`config.mk`:
```
export PLATFORM = sky130hd
export DESIGN_NAME = sram_port_arbiter
export DESIGN_NICKNAME = d
export VERILOG_FILES = /design/src/rtl/sram_port_arbiter.sv
export SDC_FILE = /design/constraint.sdc
export NUM_CORES = 1
export LEC_CHECK = 0
export CORE_MARGIN = 1.5
export CORE_UTILIZATION = 30
export CTS_CLUSTER_DIAMETER = 50
export DETAILED_ROUTE_END_ITERATION = 10
export HOLD_SLACK_MARGIN = 0.08
export MAX_ROUTING_LAYER = met4
export PLACE_DENSITY_LB_ADDON = 0.2
export SYNTH_ARGS = -nofsm -noshare
export SYNTH_HDL_FRONTEND = slang
export SYNTH_SLANG_ARGS = --single-unit
```
`constraint.sdc`:
```
create_clock -name clk0 -period 2.9 [get_ports clk0]
set_clock_uncertainty 0.2 [all_clocks]
set_input_delay 0.29 -clock clk0 [delete_from_list [all_inputs] [get_ports clk0]]
set_output_delay 0.29 -clock clk0 [all_outputs]
set_load 0.02 [all_outputs]
```
`src/rtl/sram_port_arbiter.sv`:
```
`default_nettype none
// ============================================================================
// Module   : sram_port_arbiter
// Brief    : Two-requester round-robin front end for a single-port RW SRAM
//            macro. Clears the array after reset or on clr, then arbitrates
//            requesters A and B one access per cycle and routes read data
//            back to the requester that issued the read.
// Revision : 1.0  initial release
// ============================================================================
module sram_port_arbiter #(
   parameter int                    DATA_WIDTH = 8,
   parameter int                    ADDR_WIDTH = 4,
   parameter int                    RAM_DEPTH  = 1 << ADDR_WIDTH,
   parameter logic [DATA_WIDTH-1:0] INIT_VALUE = '0
) (
   input  logic                  clk0,
   input  logic                  rst0_n,
   input  logic                  clr,
   input  logic                  a_req,
   input  logic                  a_we,
   input  logic [ADDR_WIDTH-1:0] a_addr,
   input  logic [DATA_WIDTH-1:0] a_wdata,
   output logic                  a_gnt,
   output logic                  a_rvalid,
   output logic [DATA_WIDTH-1:0] a_rdata,
   input  logic                  b_req,
   input  logic                  b_we,
   input  logic [ADDR_WIDTH-1:0] b_addr,
   input  logic [DATA_WIDTH-1:0] b_wdata,
   output logic                  b_gnt,
   output logic                  b_rvalid,
   output logic [DATA_WIDTH-1:0] b_rdata,
   output logic                  init_done,
   output logic                  mem_csb0,
   output logic                  mem_web0,
   output logic [ADDR_WIDTH-1:0] mem_addr0,
   output logic [DATA_WIDTH-1:0] mem_din0,
   input  logic [DATA_WIDTH-1:0] mem_dout0
);

   localparam logic [0:0]            c_ST_INIT  = 1'b0;
   localparam logic [0:0]            c_ST_RUN   = 1'b1;
   localparam logic                  c_ID_A     = 1'b0;
   localparam logic                  c_ID_B     = 1'b1;
   localparam logic [ADDR_WIDTH-1:0] c_CNT_LAST = ADDR_WIDTH'(RAM_DEPTH - 1);

   logic [0:0]            state_q, state_d;
   logic [ADDR_WIDTH-1:0] cnt_q, cnt_d;
   logic                  init_done_q, init_done_d;
   logic                  rr_q, rr_d;          // last granted requester
   logic                  csb_q, csb_d;
   logic                  web_q, web_d;
   logic [ADDR_WIDTH-1:0] addr_q, addr_d;
   logic [DATA_WIDTH-1:0] din_q, din_d;
   logic                  trk0_rd_q, trk0_rd_d;  // read issued to macro this cycle
   logic                  trk0_id_q, trk0_id_d;
   logic                  trk1_rd_q, trk1_rd_d;  // read data returned this cycle
   logic                  trk1_id_q, trk1_id_d;
   logic [DATA_WIDTH-1:0] a_rdata_q, a_rdata_d;
   logic [DATA_WIDTH-1:0] b_rdata_q, b_rdata_d;
   logic                  grant_a, grant_b;

   // Round-robin selection; nothing is granted during INIT or while clr is high
   always_comb begin
      grant_a = 1'b0;
      grant_b = 1'b0;
      if ((state_q == c_ST_RUN) && !clr) begin
         if (a_req && (!b_req || (rr_q == c_ID_B))) begin
            grant_a = 1'b1;
         end else if (b_req) begin
            grant_b = 1'b1;
         end
      end
   end

   // Control FSM and macro command registers
   always_comb begin
      state_d     = state_q;
      cnt_d       = cnt_q;
      init_done_d = init_done_q;
      rr_d        = rr_q;
      csb_d       = 1'b1;
      web_d       = web_q;
      addr_d      = addr_q;
      din_d       = din_q;
      case (state_q)
         c_ST_INIT: begin
            csb_d  = 1'b0;
            web_d  = 1'b0;
            addr_d = cnt_q;
            din_d  = INIT_VALUE;
            if (cnt_q == c_CNT_LAST) begin
               state_d     = c_ST_RUN;
               init_done_d = 1'b1;
               cnt_d       = '0;
            end else begin
               cnt_d = cnt_q + 1'b1;
            end
         end
         default: begin
            if (clr) begin
               state_d     = c_ST_INIT;
               cnt_d       = '0;
               init_done_d = 1'b0;
            end else if (grant_a) begin
               csb_d  = 1'b0;
               web_d  = ~a_we;
               addr_d = a_addr;
               din_d  = a_wdata;
               rr_d   = c_ID_A;
            end else if (grant_b) begin
               csb_d  = 1'b0;
               web_d  = ~b_we;
               addr_d = b_addr;
               din_d  = b_wdata;
               rr_d   = c_ID_B;
            end
         end
      endcase
   end

   // Read tracking: stage 0 marks the cycle the macro performs the read,
   // stage 1 marks the cycle the captured data is presented to the requester
   always_comb begin
      trk0_rd_d = (grant_a & ~a_we) | (grant_b & ~b_we);
      trk0_id_d = grant_b ? c_ID_B : c_ID_A;
      trk1_rd_d = trk0_rd_q;
      trk1_id_d = trk0_id_q;
      a_rdata_d = a_rdata_q;
      b_rdata_d = b_rdata_q;
      if (trk0_rd_q) begin
         if (trk0_id_q == c_ID_A) begin
            a_rdata_d = mem_dout0;
         end else begin
            b_rdata_d = mem_dout0;
         end
      end
   end

   // State registers; reset drops in-flight reads and deselects the macro
   always_ff @(posedge clk0 or negedge rst0_n) begin
      if (!rst0_n) begin
         state_q     <= c_ST_INIT;
         cnt_q       <= '0;
         init_done_q <= 1'b0;
         rr_q        <= c_ID_B;
         csb_q       <= 1'b1;
         web_q       <= 1'b1;
         addr_q      <= '0;
         din_q       <= '0;
         trk0_rd_q   <= 1'b0;
         trk0_id_q   <= c_ID_A;
         trk1_rd_q   <= 1'b0;
         trk1_id_q   <= c_ID_A;
         a_rdata_q   <= '0;
         b_rdata_q   <= '0;
      end else begin
         state_q     <= state_d;
         cnt_q       <= cnt_d;
         init_done_q <= init_done_d;
         rr_q        <= rr_d;
         csb_q       <= csb_d;
         web_q       <= web_d;
         addr_q      <= addr_d;
         din_q       <= din_d;
         trk0_rd_q   <= trk0_rd_d;
         trk0_id_q   <= trk0_id_d;
         trk1_rd_q   <= trk1_rd_d;
         trk1_id_q   <= trk1_id_d;
         a_rdata_q   <= a_rdata_d;
         b_rdata_q   <= b_rdata_d;
      end
   end

   assign a_gnt     = grant_a;
   assign b_gnt     = grant_b;
   assign a_rvalid  = trk1_rd_q & (trk1_id_q == c_ID_A);
   assign b_rvalid  = trk1_rd_q & (trk1_id_q == c_ID_B);
   assign a_rdata   = a_rdata_q;
   assign b_rdata   = b_rdata_q;
   assign init_done = init_done_q;
   assign mem_csb0  = csb_q;
   assign mem_web0  = web_q;
   assign mem_addr0 = addr_q;
   assign mem_din0  = din_q;

endmodule
`default_nettype wire

```
==> reports/results.txt <==
Wirelength per Cell -> 14.51 um
Worst EP arrival -> 2.03 ns
cell leakage power -> 1.169 nW
post-synthesis async set-or-reset flop share -> 1.000
hpwl dp -> 3.089 mm
vias in the first global route -> 1421
via total after detailed routing -> 1429
# fillers -> 520
placer's final routability congestion estimate -> 0.8998
syn avg cell area -> 12.42 um^2
CTS resizes -> 0
area grow syn2layout -> 51.57%
fmax -> 396.1 MHz
number of diodes -> 0
Fin Setup TNS -> 0 ns
via/cell ratio -> 4.877
count of cell types in the netlist -> 35
Worst setup SP type -> register
synth warn -> 0
final net count -> 260
clock period minus worst slack -> 2.524 ns
die extent in x -> 80.20 um
Ports -> 74
FP Rows -> 27
Final Cycle Share -> 0.8705
core area -> 5642 um^2
outcome -> completed
post-route design area -> 2710 um^2
Num CTS Buffers -> 5
Worst EP required -> 2.41 ns
FF+latch count, synth -> 41
maximum root-to-sink buffer count -> 2
Final Max Slew Viols -> 0
Routed Antenna Nets -> 0
worst slack at placement -> 0.3952 ns
DIE HEIGHT -> 80.20 um
worst slew pin tran -> 0.9004 ns
clk_lat worst skew -> 0.29 ns
# port buffers -> 73
root buf cell -> clkbuf_8
# clock sinks -> 41
hold slack final -> 0.2028 ns
area post-placement -> 2566 um^2
Post-synth EDFFs -> 0
Cell Area, Synth -> 1788 um^2
gr usage total -> 0.1463
Worst-path clk slew -> 0.08 ns
Hold Crit Class -> register to register
largest net degree at the start of global routing -> 42
Final Hold Vio Count -> 0
first-pass GRT wire length -> 7.169 mm
die area -> 6432 um^2
RSZ-0062 raised after global routing -> false
Critical Path End Type -> output pin
final worst slack -> 0.3757 ns
Iter 0 DRT Violations -> 55
Design Power -> 2.176 mW
Worst VDD drop -> 0.0004590 V
H-Tree Depth -> 2
Crit Path Max Fanout -> 9
endpoints failing setup -> 0
Synth Flop Type -> dfrtp_1
DRT Pass-1 Iters -> 4
max-cap violations -> 0
sequential cell area fraction in the yosys report -> 0.5759
DRC -> 0
Post-Synthesis Cells -> 144
Rel. slew slack -> 0.3997
syn_nets -> 184
wirelength, routed -> 4.251 mm
global-route congestion overflow total -> 0
power density cells -> 802.8 nW/um^2
layout cells sized above 1 -> 0.1493
initial antenna violation count -> 0
TritonCTS clock tree -> done
Initial Utilization -> 0.3169
critical path class -> register to output pin
-- synthesized netlist by cell type, types with 2 or more instances --
cell,n,share of area
a21boi_0,2,0.0084
a221o_1,8,0.045
a32oi_1,3,0.015
and3_1,8,0.028
buf_2,3,0.0084
buf_4,2,0.0084
buf_6,2,0.013
dfrtp_1,38,0.53
dfstp_2,3,0.044
inv_1,10,0.021
mux2_2,16,0.10
nand2_1,6,0.013
nand2b_1,3,0.010
nand3_1,2,0.0056
nand4_1,3,0.010
nor2b_1,3,0.010
o211ai_1,5,0.021
o21ai_0,4,0.011
o22ai_1,7,0.024
-- worst paths after layout --
| kind | slack [ns] | cells past startpoint | endpoint | startpoint |
|---|---|---|---|---|
| max in group asynchronous | 1.47 | 2 | a_rdata[6] | rst0_n |
| max reg2reg | 1.15 | 2 | a_rdata[1] | trk0_id_q |
| min reg2reg | 0.20 | 0 | trk1_rd_q | trk0_rd_q |
| max | 0.38 | 4 | a_gnt | rr_q |
| min in group asynchronous | 0.47 | 2 | b_rdata[2] | rst0_n |
| min | 0.20 | 0 | trk1_rd_q | trk0_rd_q |
-- registers in the layout, summed over array words and instances (netlist names), 4 cells and up --
register and flops:
mem_addr0 4, b_rdata 8, mem_din0 8, a_rdata 8, cnt_q 4
-- where the power goes --
group	internal [mW]	switching, mW	total, mW	leakage (nW)
logic	0.411	0.383	0.794	0.586
clock network	0.342	0.194	0.536	0.0681
registers	0.733	0.113	0.846	0.514
-- per-stage QoR --
stage	utilization	std cells
final	0.4804	293
after global routing	0.4804	293
after CTS	0.4804	293
after detailed placement	0.4549	284
after global placement	0.4549	284
after floorplan	-	144
-- repair_timing --
item                      CTS  global route
hold endpoints to repair   38             0
buffers inserted            0             0
hold buffers                1             0
-- logic make-up (layout without fill, tap and decap cells) --
kind of cell / count (synthesis) / count (layout) / synth area share
compound gates: 36 / 36 / 0.1568
xor+xnor: 1 / 1 / 0.004899
fa+ha+maj: 1 / 1 / 0.006997
buf+inv: 18 / 95 / 0.05248
flops: 41 / 41 / 0.5759
mux: 16 / 16 / 0.1008
simple gates: 31 / 31 / 0.1022
-- layout by cell type (no fill, tap or decap), types with 4 or more instances in the layout --
master | netlist | final
clkbuf_8 | 0 | 5
inv_1 | 10 | 10
and3_1 | 8 | 8
o21ai_0 | 4 | 4
o22ai_1 | 7 | 7
mux2_2 | 16 | 16
a221o_1 | 8 | 8
dfrtp_1 | 38 | 38
clkdlybuf4s50_1 | 0 | 72
nand2_1 | 6 | 6
o211ai_1 | 5 | 5
-- critical path, cell delays in order (launching register included) --
cell	delay [ns]
dfstp_2	0.56
nand2b_1	0.19
nand3_1	0.17
inv_2	0.19
clkdlybuf4s50_1	0.63
-- layout make-up --
class,count,area [um^2],area share
timing repair buffer,76,750.7,0.2770
tap,72,90.09,0.03324
multi-input combinational,85,664.4,0.2452
clock buffer,5,68.82,0.02539
inverter,11,41.29,0.01524
clock inverter,3,65.06,0.02401
sequential,41,1030,0.3800
-- routing by layer --
layer,vias to the layer above,track usage,wire (um)
li1,686,-,-
met1,670,0.2136,2104
met2,69,0.2025,1774
met3,4,0.03864,341
met4,0,0.03103,29
met5,-,-,0
Note: power is estimated with default switching activity, not from simulation.
